==> config.mk <==
export PLATFORM = sky130hd
export DESIGN_NAME = instr_fetch
export DESIGN_NICKNAME = d
export VERILOG_FILES = /design/src/rtl/instr_fetch.sv
export SDC_FILE = /design/constraint.sdc
export NUM_CORES = 1
export LEC_CHECK = 0
export ABC_AREA = 1
export BUFFER_PORTS_ARGS = -buffer_cell sky130_fd_sc_hd__clkbuf_2
export CORE_MARGIN = 2
export CORE_UTILIZATION = 55
export CTS_CLUSTER_DIAMETER = 50
export DETAILED_ROUTE_END_ITERATION = 8
export PLACE_DENSITY = 0.9
export RECOVER_POWER = 25
export SYNTH_ARGS = -nofsm -noshare
export SYNTH_HDL_FRONTEND = slang
export SYNTH_SLANG_ARGS = --single-unit
==> constraint.sdc <==
create_clock -name clk -period 5.5 [get_ports clk]
set_clock_uncertainty 0.05 [all_clocks]
set_input_delay 0.55 -clock clk [delete_from_list [all_inputs] [get_ports clk]]
set_output_delay 0.55 -clock clk [all_outputs]
set_load 0.05 [all_outputs]
==> src/rtl/instr_fetch.sv <==
// Instruction-fetch stage: owns the PC, reads instruction memory over req/ack, and
// steers the next PC from branch/jump/jr redirects. Optional macro: FETCH_MISALIGN_CHECK_EN.
module instr_fetch #(
  parameter logic [31:0] RESET_PC = 32'hBFC0_0000
) (
  input  logic        clk,
  input  logic        rst,
  input  logic        stall,
  input  logic        branch_taken,
  input  logic [15:0] branch_imm,
  input  logic        jump,
  input  logic [25:0] instr_index,
  input  logic        jr,
  input  logic [31:0] jr_target,
  output logic        imem_req,
  output logic [31:0] imem_addr,
  input  logic [31:0] imem_rdata,
  input  logic        imem_ack,
`ifdef FETCH_MISALIGN_CHECK_EN
  output logic        fetch_fault,
`endif
  output logic [31:0] ins_data,
  output logic        ins_valid,
  output logic [31:0] pc,
  output logic [31:0] pc_plus4
);

`ifdef FETCH_MISALIGN_CHECK_EN
  typedef enum logic [1:0] {BOOT, FETCH, VALID, FAULT} state_t;
`else
  typedef enum logic [1:0] {BOOT, FETCH, VALID} state_t;
`endif

  state_t      state, state_nxt;
  logic        consume;
  logic        fault_jr;
  logic [31:0] branch_off;
  logic [31:0] jr_addr;
  logic [31:0] npc;

  assign consume    = (state == VALID) && !stall;
  assign pc_plus4   = pc + 32'd4;
  assign branch_off = {{14{branch_imm[15]}}, branch_imm, 2'b00};

`ifdef FETCH_MISALIGN_CHECK_EN
  assign jr_addr  = jr_target;
  assign fault_jr = consume && jr && (jr_target[1:0] != 2'b00);
`else
  // Without the fault path, a misaligned jr target is silently word-aligned.
  assign jr_addr  = jr_target & 32'hFFFF_FFFC;
  assign fault_jr = 1'b0;
`endif

  always_comb begin
    if (jr)
      npc = jr_addr;
    else if (jump)
      npc = {pc_plus4[31:28], instr_index, 2'b00};
    else if (branch_taken)
      npc = pc_plus4 + branch_off;
    else
      npc = pc_plus4;
  end

  // State register and the datapath registers it qualifies.
  // NOTE: sequential state uses non-blocking assignments so every register samples pre-edge values.
  always_ff @(posedge clk) begin
    if (rst) begin
      state     <= BOOT;
      pc        <= RESET_PC;
      ins_data  <= 32'd0;
      ins_valid <= 1'b0;
`ifdef FETCH_MISALIGN_CHECK_EN
      fetch_fault <= 1'b0;
`endif
    end else begin
      state     <= state_nxt;
      ins_valid <= (state_nxt == VALID);
      if (consume)
        pc <= npc;
      if (imem_req && imem_ack)
        ins_data <= imem_rdata;
`ifdef FETCH_MISALIGN_CHECK_EN
      if (fault_jr)
        fetch_fault <= 1'b1;
`endif
    end
  end

  // NOTE: every always_comb output gets a default first so no path can infer a latch.
  always_comb begin
    state_nxt = state;
    case (state)
      BOOT:  state_nxt = FETCH;
      FETCH: if (imem_ack) state_nxt = VALID;
      VALID: begin
        if (consume) begin
          if (fault_jr)
`ifdef FETCH_MISALIGN_CHECK_EN
            state_nxt = FAULT;
`else
            state_nxt = VALID;
`endif
          else if (!imem_ack)
            state_nxt = FETCH;
        end
      end
      default: state_nxt = state;
    endcase
  end

  // The redirected address goes out in the consume cycle itself for zero-wait fetch.
  always_comb begin
    imem_req  = 1'b0;
    imem_addr = pc;
    case (state)
      FETCH: imem_req = 1'b1;
      VALID: begin
        if (consume && !fault_jr) begin
          imem_req  = 1'b1;
          imem_addr = npc;
        end
      end
      default: imem_req = 1'b0;
    endcase
  end

endmodule

==> flow_results.org, run 1 <==
** Logic synthesis
- In this run the cell area of the synthesized design comes to 6590 um^2.
- The most used flip-flop cell after synthesis is dfxtp_1.
- The synthesized design spends more area on one cell type than any other, namely nand2_1.
- Post-synth ARST share :: 0%
- After synthesis, the netlist uses 46 different library cells.
- Biggest area contributors in the synthesized netlist :: nand2_1 22%, dfxtp_1 20%, inv_1 8.7%
- Count of mapped cells out of synthesis :: about 1200
- Post-Syn Nets :: 1308
- A synthesized cell averages 5.71 um^2.
- Number of storage elements in the synthesis netlist :: 67
- In this run, synthesis inferred 0 flip-flops with an integrated enable.
- Area share of the largest cell type after synthesis :: 21.6%
- Sequential elements use between 20 and 25% of the synthesized area.
- For this run, the number of Yosys warnings is 0.

** CTS
- Root Buffer :: clkbuf_16
- TritonCTS clock tree :: built
- Post-CTS repair timing setup buffer count :: 0
- After clock tree synthesis, the clock-pin slew on the worst setup and hold paths is 50 ps.
- The number of hold buffers added after CTS was 0.
- TritonCTS buffer count :: 9
- The H-tree generated during clock tree synthesis spans 3 levels.
- Latest clock arrival within the worst-skew pair :: 330 ps
- Number of resized instances in the post-cts repair step :: 0
- Num Clock Sinks :: 67
- No sink is reached through more buffers than the 2 on the longest clock path.

** Finish
- Fin util :: a little over two thirds
- Excluding fillers, the count of instances in the completed layout stands at 1517.
- Most used cells in the layout excluding fill and tap cells :: 380 x nand2_1, 191 x clkbuf_2, 153 x inv_1
- Leaving out fill and tap cells, the most frequent cell in the layout is nand2_1.
- Fraction of final layout cells with drive strength greater than 1 :: roughly 18%
- Filler cell count :: approximately 1100
- The number of antenna diodes in the final layout is 0.
- The area growth from synthesis to layout is 22.0%.
- The net count of the finished layout is 1523.

** Timing
- Final min period :: 4800 ps
- The tightest hold path in the finished design has a slack of 412 ps.
- RSZ-0062 raised after global routing :: no
- The max-slew violation count is 0.
- Based on the critical path, the design can be clocked at up to between 200 and 250 MHz.
- Sum Neg Setup Slack :: 0 ps
- Measured slew at the worst slew-check pin :: 1040 ps
- Setup violations remaining at the end of the flow were counted as 0.
- The worst path uses 87.3% of the clock period.
- The count of final hold-check violations is 0.
- In this run the tightest slew margin relative to its limit is 30.7%.

** Placed design
- Routability-driven placement finished with a final weighted congestion of 1.04.
- Detail Placement HPWL :: between 15 and 20 mm
- Counting tap cells, the placed design contains a total of 1501 instances.
- Port-buffer cells :: 240

** Min path
- In this run the most critical hold path is launched from ins_data[13]$_SDFFE_PP0P_.
- The path class of the tightest hold or removal check is register to register.

** Detailed routing
- Drt drc :: 0
- DR vias :: approximately 8400
- Overall routed net length :: 23.2 mm
- Drt wl/cell :: 15.3 um
- Post-route antenna net violation count :: 0
- After the first detailed-routing iteration, the DRC count stood at 889.
- Number of vias per cell after detailed routing :: between 5 and 6
- First-pass iteration count of the detailed router :: 6

** Floorplan
- Chip width :: 113 um
- After floorplanning, the core was divided into 39 placement rows.
- Die Footprint :: 12900 um^2
- The floorplan step defined a core boundary enclosing 11600 um^2.
- The floorplan step set the die height to 113 um.
- For this configuration, the core starts out at a cell density of between 50% and 60%.
- Count of pins on the block boundary :: 243

** Critical path
- Of all nets on the critical path, the largest fanout is 5.
- The worst setup path is captured at an output pin.
- The worst setup path is launched from a register.
- Critical register-to-register path startpoint :: pc[2]$_SDFF_PP0_
- Tracing the worst setup path back leads to its startpoint at pc[2]$_SDFF_PP0_.
- Crit Path Category :: register to output pin
- For the worst setup path, the data required time is 4900 ps.
- Arrival time at the worst endpoint :: 4200 ps

** GRT
- GRT Resource Usage Total :: a little over a third
- Via count of the first global-routing pass :: 7836
- The first global-routing pass estimated approximately 37 mm of wire.
- Initial antenna violation count :: 0
- Entering global routing, the biggest net connects 57 pins.
- Congestion Overflow GR :: 0

** Pwr
- Worst-case vdd ir drop :: 250 uV
- Lkg Pwr :: 4.34 nW
- Power spread over the standard cell area amounts to roughly 200 nW/um^2.

** Job
- The tool flagged a number of max-cap violations equal to 0.

** Run status
- Outcome :: finished, final reports clean
-- cells by family (layout without fill, tap and decap cells) --
family,after synthesis,after routing,synth area share (%)
fa+ha+maj,41,41,7.90
compound gates,170,170,14.1
xor+xnor,22,22,3.15
buf+inv,200,420,12.3
simple gates,654,654,42.2
flops,67,67,20.4
-- critical path: stages, from the launching register on --
cell      delay (ps)
dfxtp_1          450
ha_1             340
nand2_2          130
nor2_2           180
nand3_1          130
nor4_1           300
a21boi_0         330
ha_1             480
nand2_1          130
nor2_1           280
nand2_1          120
nor2_1           110
nand2_1           80
nand3_1           90
nand2_1           50
nand3_1          100
nand2_1           70
nand2_1           80
nand2_1           70
nand2_1           80
clkbuf_2         280
-- report_power, final --
| group | total, mW | internal (mW) | switching, mW |
|---|---|---|---|
| registers | 0.519 | 0.502 | 0.0168 |
| clock network | 0.605 | 0.395 | 0.210 |
| logic | 0.477 | 0.135 | 0.342 |
-- flip-flops by register name (all words and copies together) (netlist names) --
| signal | flops |
|---|---|
| pc | 32 |
| ins_valid | 1 |
| state | 2 |
| ins_data | 32 |
-- synth_stat cells, types with 10 or more instances --
master	number
a21oi_1	108
clkbuf_1	26
dfxtp_1	67
ha_1	40
inv_1	153
nand2_1	380
nand2_2	10
nand3_1	103
nor2_1	109
nor2_2	10
nor3_1	12
o21ai_0	27
xor2_1	19
-- routing by layer --
| layer | part of all wire (%) | GRT usage [%] | up-vias |
|---|---|---|---|
| li1 | - | - | 4092 |
| met1 | 40 | 44.3 | 3717 |
| met2 | 46 | 59.6 | 462 |
| met3 | 11 | 8.29 | 83 |
| met4 | 3.7 | 14.1 | 0 |
| met5 | 0 | 0 | - |
-- through the flow --
| stage | setup slack [ps] | area (um^2) | total power, mW |
|---|---|---|---|
| 2_1_floorplan | 613 | 6590 | 0.862 |
| 3_3_place_gp | 1290 | 7790 | 0.990 |
| 3_5_place_dp | 1200 | 7790 | 0.998 |
| 4_1_cts | 832 | 8100 | 1.60 |
| 5_1_grt | 266 | 8040 | 1.67 |
| 6_report | 698 | 8040 | 1.60 |
-- area by class of cell --
type                       instances  area (um^2)  area share (%)
clock inverter                     5         77.6           0.965
sequential                        67         1340            16.7
tap                              143          179            2.23
clock buffer                      11          233            2.89
multi-input combinational        887         4440            55.2
inverter                         160          601            7.47
timing repair buffer             244         1170            14.6
-- worst paths after layout --
path	slack [ps]	endpoint	cells past startpoint
worst min register to register	410	ins_data[13]$_SDFFE_PP0P_	2
worst min-delay path	410	ins_data[13]$_SDFFE_PP0P_	2
worst max-delay path	700	imem_addr[24]	20
worst max register to register	1740	pc[24]$_SDFF_PP1_	18
Note: power is estimated with default switching activity, not from simulation.
==> inputs of run 2 (changes only) <==
--- a/config.mk
+++ b/config.mk
@@ -7,11 +7,12 @@
 export LEC_CHECK = 0
 export ABC_AREA = 1
 export BUFFER_PORTS_ARGS = -buffer_cell sky130_fd_sc_hd__clkbuf_2
+export CAP_MARGIN = 25
 export CORE_MARGIN = 2
-export CORE_UTILIZATION = 55
+export CORE_UTILIZATION = 51
 export CTS_CLUSTER_DIAMETER = 50
 export DETAILED_ROUTE_END_ITERATION = 8
-export PLACE_DENSITY = 0.9
+export PLACE_DENSITY = 0.84
 export RECOVER_POWER = 25
 export SYNTH_ARGS = -nofsm -noshare
 export SYNTH_HDL_FRONTEND = slang
==> constraint.sdc (replaced) <==
create_clock -name clk -period 4.5 [get_ports clk]
set_clock_uncertainty 0.05 [all_clocks]
set_input_delay 0.45 -clock clk [delete_from_list [all_inputs] [get_ports clk]]
set_output_delay 0.45 -clock clk [all_outputs]
set_load 0.05 [all_outputs]
==> run 2 against run 1 <==
Net effect: critical path depth rose by 1; worst setup slack got worse by 500 ps; combinational power rose by 22%; total power up 21%; clock power up 20%; cell area rose by 1.4%; sequential power up 22%; flip-flop and latch count did not move; global-route usage decreased by 3.4 points; worst hold slack worse by 90 ps; sequential share of layout area down 0.20 points; register-to-register slack got worse by 670 ps; critical endpoint is now imem_addr[21]; largest cell class unchanged; largest power group unchanged; highest routed layer unchanged.
==> flow_results.org, run 2 (same netlist as run 1, synthesis figures left out) <==
** CTS
- Root Buffer :: clkbuf_16
- The CTS clock-pin slew for the worst setup and hold paths came to 60 ps (about the same).
- TritonCTS clock tree :: built
- Deepest clock path buffer count :: 2 (unchanged)
- Count of hold-fix buffers inserted at cts :: 0 (unchanged)
- The clock buffer count from CTS came to 9 (unchanged).
- Latest clock arrival within the worst-skew pair :: 320 ps (about the same)
- The post-CTS repair timing setup buffer count is 0 (unchanged).
- The count of clock tree sinks was 67 (unchanged).
- Max H-tree Level :: 3 (unchanged)

** Floorplan
- Area inside the core boundary :: 12600 um^2 (+9.1%)
- The count of standard-cell rows came to 41 (+5.1%).
- Starting utilization of the core area :: 52.2% (-4.8 points)
- The I/O pin count is 243 (unchanged).
- Die Footprint :: 13800 um^2 (+7.6%)
- Chip height :: 118 um (+3.7%)
- Chip width :: 118 um (+3.7%)

** Finish
- The area used by sequential logic in the layout is 1340 um^2 (+0.19%).
- NumNets Final :: 1527 (+0.26%)
- In the final layout, the registers with the most flip-flops are ins_data x32, pc x32, state x2.
- The proportion of layout cells with a drive suffix above 1 is 19.7% (+1.6 points).
- Final standard cell area without fillers :: 8150 um^2 (+1.4%)
- The library cells used most frequently in the layout, excluding fill and tap cells, are 380 x nand2_1, 202 x clkbuf_2, 153 x inv_1.
- Leading cell type in the layout, fill and taps excluded :: nand2_1
- The count of fill cells added during filler insertion came to 1300 (+19%).
- Area growth from synthesis to layout :: 23.7%
- Fin util :: 64.6% (-4.9 points)
- Antenna Diode Count :: 0 (unchanged)
- Combined area of the multi-input logic cells :: 4460 um^2 (+0.59%)

** GRT
- The largest net degree at the start of global routing was 57 (unchanged).
- The via count of the first global-routing pass came to 7587 (-3.2%).
- The initial antenna violation count is 0 (unchanged).
- The final global-route overflow total came to 0 (unchanged).
- Wire length of the first global-routing pass :: 36.6 mm (-0.23%)
- GRT Resource Usage Total :: 32.2% (-3.4 points)

** Critical path
- The worst setup path is captured at an output pin.
- The highest net fanout along the worst path came to 5 (unchanged).
- The arrival time at the worst endpoint came to 3800 ps (-400 ps).
- The critical path is of the register to output pin type.
- The data required time at the worst endpoint came to 4000 ps (-900 ps).
- WP buf/inv :: 3 (+2)
- Traced cell by cell, the critical path runs through ha_4 -> nand2_2 -> nor2_4 -> nand2_1 -> nor3_1 -> xor2_1 -> inv_1 -> ha_2 -> nand2_1 -> nor2_1 -> inv_1 -> nor2_1 -> nand3b_1 -> nand3_1 -> nand2_1 -> nand3_1 -> nand2_1 -> nand2_1 -> nand2_1 -> nand2_1 -> buf_2.
- Counting stages on the worst path, the most repeated cell is nand2_1.
- Slowest cell on crit path :: dfxtp_2
- The most critical setup path has its startpoint at pc[2]$_SDFF_PP0_.
- The slack of the worst reg-to-reg path was 1070 ps (-670 ps).
- The longest individual stage delay on the worst path was 400 ps (-80 ps).
- The endpoint identified for the worst register-to-register timing path is pc[21]$_SDFF_PP0_.
- Critical register-to-register path startpoint :: pc[2]$_SDFF_PP0_
- Number of cell instances on the worst register-to-register path :: 19 (+1)
- In this design, the largest share of critical-path delay is due to simple AND/OR/NAND/NOR gates.
- CP startpoint kind :: register

** Timing
- The minimum setup slack in the final design was 197 ps (-501 ps).
- The final setup violation count came to 0 (unchanged).
- The headroom to the max-slew limit came to 29.7% (-0.97 points).
- Measured slew at the worst slew-check pin :: 1050 ps (+13.1 ps)
- Timing-limited maximum frequency :: 232 MHz
- Min Hold Slack :: 322 ps (-90.2 ps)
- The setup TNS is 0 ps (unchanged).
- The max-slew violation count was 0 (unchanged).
- Count of endpoints failing hold in the final timing report :: 0 (unchanged)
- Final period util :: 95.6%
- Final min period :: 4300 ps

** Min path
- The cell count of the worst hold path is 3 (+1).
- Min-Delay Endpoint :: ins_data[26]$_SDFFE_PP0P_
- Worst Min Path Start :: imem_rdata[26]
- The min-delay analysis places its worst path in the category primary input to register.

** Detailed routing
- The initial detailed-routing violation count was 735 (-17%).
- Drt wl/cell :: 14.6 um (-4.4%)
- The number of antenna-violating nets in the routed design is 0 (unchanged).
- The DRC violation count after routing was 0 (unchanged).
- The via count of the routed design was 8145 (-2.5%).
- The final wirelength came to 22.7 mm (-2.3%).
- First-pass iteration count of the detailed router :: 6 (unchanged)
- Number of vias per cell after detailed routing :: 5.26 (-4.5%)

** Pwr
- Switch Pwr :: 0.678 mW (+19%)
- The sequential fraction of design power is 32.7% (+0.3 points).
- The peak supply drop was 302 uV (+21%).
- Lkg Pwr :: 4.41 nW (+1.7%)
- Cell-internal power :: 1.26 mW (+22%)
- Share of total power in the clock network :: 37.3% (-0.5 points)
- Switch share :: 34.9% (-0.60 points)
- The power per cell area came to 238 nW/um^2 (+20%).
- Proportion of power drawn by combinational gates :: 30.0% (+0.2 points)

** Placed design
- Port-buffer cells :: 240 (unchanged)
- Detail Placement HPWL :: 18.5 mm (-0.38%)
- Placed standard-cell area :: 7860 um^2 (+0.95%)
- Worst slack at placement :: 467 ps (-735 ps)
- Final weighted congestion in routability-driven placement :: 0.988 (-5.3%)

** Job
- Max capacitance violation total :: 0 (unchanged)

** Run status
- The flow ran to the end, and the final reports show no timing, DRC or antenna violations.
-- run 2: changes by cell type in the layout (fill, tap and decap cells not counted), moves of 2 or more --
| cell | delta |
|---|---|
| clkbuf_1 | -14 |
| dfxtp_1 | -2 |
| ha_1 | -2 |
| clkbuf_2 | +11 |
| dfxtp_2 | +2 |
| buf_4 | +4 |
-- run 2: power groups by stage --
stage / Clock (mW) / Sequential (mW) / Combinational [mW]
after global routing: 0.765 / 0.637 / 0.636
after global placement: 0 / 0.646 / 0.570
after floorplan: 0 / 0.706 / 0.348
after CTS: 0.734 / 0.634 / 0.578
final: 0.723 / 0.635 / 0.583
after detailed placement: 0 / 0.646 / 0.575
-- run 2: how the worst max path moves through the flow --
stage                     cells past startpoint  slack, ps       endpoint
after floorplan                              20        140  imem_addr[22]
after global placement                       21        500  imem_addr[25]
after detailed placement                     21        470  imem_addr[21]
after CTS                                    21        120  imem_addr[21]
after global routing                         21         -3  imem_addr[31]
final                                        21        200  imem_addr[21]
-- run 2: through the flow --
stage	cells	power, mW
2_1_floorplan	1154	1.05
3_3_place_gp	1534	1.22
3_5_place_dp	1534	1.22
4_1_cts	1549	1.95
5_1_grt	1549	2.04
6_report	1549	1.94
-- run 2: what timing repair did --
action	CTS	global route
endpoints found under the setup margin	0	17
gates resized for setup	0	9
hold endpoints to repair	0	0
-- run 2: final cells by class --
cell class                 count  share of cell area [%]
clock buffer                  10                    2.81
inverter                     160                    7.37
tap                          172                    2.64
timing repair buffer         248                    15.0
sequential                    67                    16.5
clock inverter                 5                   0.967
multi-input combinational    887                    54.8
-- run 2: metal layers --
layer / up-vias / track usage (%) / part of all wire (%)
met1: 3593 / 41.5 / 42
met4: 0 / 9.26 / 2.5
met2: 405 / 54.0 / 46
met3: 42 / 6.88 / 9.6
met5: - / 0 / 0
li1: 4105 / - / -
-- run 2: worst reg2reg max path, stage by stage, from the launching register on --
cell and delay (ps):
dfxtp_2 400, ha_4 200, nand2_2 90, nor2_4 160
nand2_1 110, nor3_1 190, xor2_1 330, inv_1 120
ha_2 400, nand2_1 100, nor2_1 190, inv_1 100
nor2_1 170, nand3b_1 130, nand4_1 110, nand3_1 110
nand2_1 100, nand2_1 90, nand2_1 100, a21oi_1 70
==> inputs of run 3 (changes only) <==
--- a/config.mk
+++ b/config.mk
@@ -12,7 +12,7 @@
 export CORE_UTILIZATION = 51
 export CTS_CLUSTER_DIAMETER = 50
 export DETAILED_ROUTE_END_ITERATION = 8
-export PLACE_DENSITY = 0.84
+export PLACE_DENSITY = 0.85
 export RECOVER_POWER = 25
 export SYNTH_ARGS = -nofsm -noshare
 export SYNTH_HDL_FRONTEND = slang
==> run 3 against run 2 <==
Net effect: critical path depth fell by 4; highest routed layer unchanged; flip-flop and latch count did not move; first-iteration DRC count rose by 0.41%.
==> flow_results.org, run 3 (same netlist as run 1, synthesis figures left out) <==
** GRT
- Initial antenna violation count :: 0 (unchanged)
- The final global-route overflow total came to 0 (unchanged).
- The global-route usage over all layers was 32.0% (-0.15 points).
- Wire length of the first global-routing pass :: 36.1 mm (-1.4%)
- Maximum number of pins on one net before global-route repair :: 57 (unchanged)
- Via count of the first global-routing pass :: 7516 (-0.94%)

** Detailed routing
- The number of antenna-violating nets in the routed design came to 0 (unchanged).
- Drt wl/cell :: 14.8 um (+1.1%)
- Drt drc :: 0 (unchanged)
- Overall routed net length :: 23.0 mm (+1.3%)
- DR vias :: 8284 (+1.7%)
- First-pass iteration count of the detailed router :: 5 (-1)
- Number of vias per cell after detailed routing :: 5.33 (+1.4%)
- The initial detailed-routing violation count was 738 (+0.41%).

** Timing
- Sum Neg Setup Slack :: 0 ps (unchanged)
- Final period util :: 95.0% (-0.56 points)
- The transition time at the pin with the least slew margin is 1040 ps (-10.3 ps).
- Final min period :: 4280 ps (-25.3 ps)
- Timing-limited maximum frequency :: 234 MHz (+0.59%)
- Worst max-slew margin expressed relative to the limit :: 30.4% (+0.69 points)
- Total setup violations reported at the end of the flow :: 0 (unchanged)
- Min Hold Slack :: 320 ps (-1.40 ps)
- The max-slew violation count was 0 (unchanged).
- Count of endpoints failing hold in the final timing report :: 0 (unchanged)
- RSZ-0062 raised after global routing :: no

** Critical path
- The slowest stage of the critical path belongs to the cell dfxtp_1.
- Worst-path cell chain :: nand2_2 -> nor2_4 -> nand3_1 -> xor2_1 -> inv_1 -> ha_1 -> nand2_1 -> nor2_1 -> and2_1 -> nand2_1 -> nand2_1 -> xor2_1 -> o21ai_0 -> nand2_1 -> nand2_1 -> nand2_1 -> clkbuf_2
- WP buf/inv :: 2 (-1)
- Broken down by cell family, the worst path's largest delay share belongs to simple AND/OR/NAND/NOR gates.
- Crit Path Category :: register to output pin
- CP dominant cell by count :: nand2_1
- The data required time at the worst endpoint is 4000 ps (about the same).
- The slack of the worst reg-to-reg path is 1130 ps (+60 ps).
- STA classifies the critical path endpoint as an output pin.
- Arrival time at the worst endpoint :: 3780 ps (-20 ps)
- Highest net fanout along the worst path :: 5 (unchanged)
- The longest individual stage delay on the worst path is 460 ps (+60 ps).
- CP startpoint kind :: register

** Placed design
- The final weighted congestion in routability-driven placement came to 1.00 (+1.2%).
- The detailed-placement wirelength estimate came to 18.5 mm (+0.29%).
- Port-buffer cells :: 240 (unchanged)

** Pwr
- Lkg Pwr :: 4.38 nW (-0.78%)
- The power per cell area came to 236 nW/um^2 (-1.0%).
- Worst-case vdd ir drop :: 323 uV (+7.1%)

** Finish
- The proportion of layout cells with a drive suffix above 1 was 18.9% (-0.78 points).
- Largest registers :: ins_data x32, pc x32, state x2
- NumNets Final :: 1530 (+0.20%)
- Relative to the synthesized area, the layout overhead comes to 23.5%.
- Antenna Diode Count :: 0 (unchanged)
- The library cell used most frequently in the layout, excluding fill and tap cells, is nand2_1.
- In the layout the commonest cells are 380 x nand2_1, 190 x clkbuf_2, 153 x inv_1.

** CTS
- Max H-tree Level :: 3 (unchanged)
- Count of hold-fix buffers inserted at cts :: 0 (unchanged)
- Num Clock Sinks :: 67 (unchanged)
- TritonCTS built the clock tree.
- Latest clock arrival within the worst-skew pair :: 330 ps (about the same)
- The clock buffer count from CTS was 9 (unchanged).
- Root Buffer :: clkbuf_16
- Clock-pin slew on the worst setup and hold paths :: 60 ps (about the same)
- Deepest clock path buffer count :: 2 (unchanged)

** Run status
- The run finished with clean final reports.

** Floorplan
- The count of standard-cell rows came to 41 (unchanged).
- The die span in x came to 118 um (unchanged).
- Chip height :: 118 um (unchanged)
- The area of the die is 13800 um^2 (unchanged).
- The initial core utilization is 52.2% (unchanged).
- The standard cell core area is 12600 um^2 (unchanged).
- Count of pins on the block boundary :: 243 (unchanged)

** Min path
- The tightest min-delay check is of the primary input to register type.

** Job
- Max capacitance violation total :: 0 (unchanged)
==> run 3: changes by cell type in the layout (fill, tap and decap cells not counted), sizes merged <==
cell | before | now
clkinvlp | 0 | 1
clkbuf | 249 | 250
bufinv | 2 | 1
buf | 9 | 12
==> run 3: final cells by class <==
class                           instances  area, um^2
Clock inverter                          5        52.6
Multi-Input combinational cell        887        4460
Clock buffer                           11         243
Timing Repair Buffer                  251        1220
Inverter                              160         601
Sequential cell                        67        1340
Tap cell                              172         215
Fill cell                            1320        4480
==> run 3: worst paths after layout <==
kind	from	endpoint	cells past startpoint
min reg2reg	ins_data[30]$_SDFFE_PP0P_	ins_data[30]$_SDFFE_PP0P_	2
max	pc[5]$_SDFF_PP0_	imem_addr[15]	17
max reg2reg	pc[5]$_SDFF_PP0_	pc[23]$_SDFF_PP1_	18
min	imem_rdata[23]	ins_data[23]$_SDFFE_PP0P_	3
==> run 3: repair_timing <==
item,4_1_cts,5_1_grt
setup endpoints to repair,0,17
setup buffers,0,1
gates resized for setup,0,6
==> run 3: where the power goes <==
part	switching, mW	internal [mW]
registers	0.0206	0.614
logic	0.416	0.169
clock network	0.258	0.441
total	0.695	1.22
==> run 3: stage by stage <==
step	worst slack [ps]	std cells	cell area, um^2	power [mW]	util, %
floorplan	138	1154	6600	1.05	-
global placement	500	1536	7880	1.22	62.4
detailed placement	460	1536	7880	1.22	62.4
CTS	92.8	1552	8170	1.92	64.8
global route	7.28	1553	8140	2.00	64.5
finish	223	1553	8140	1.92	64.5
==> run 3: tightest hold or removal path: cells and delay by family <==
family | cells | cell delay (ps)
AOI/OAI and AO/OA | 1 | 60
buffers and inverters | 1 | 80
and+or+nand+nor | 1 | 70
==> run 3: layer usage <==
metal	global-route usage [%]	vias to the layer above	wire (um)
met5	0	-	0
met4	11.0	0	583
met3	7.70	49	2310
met2	53.4	419	10600
met1	40.4	3701	9460
li1	-	4115	-
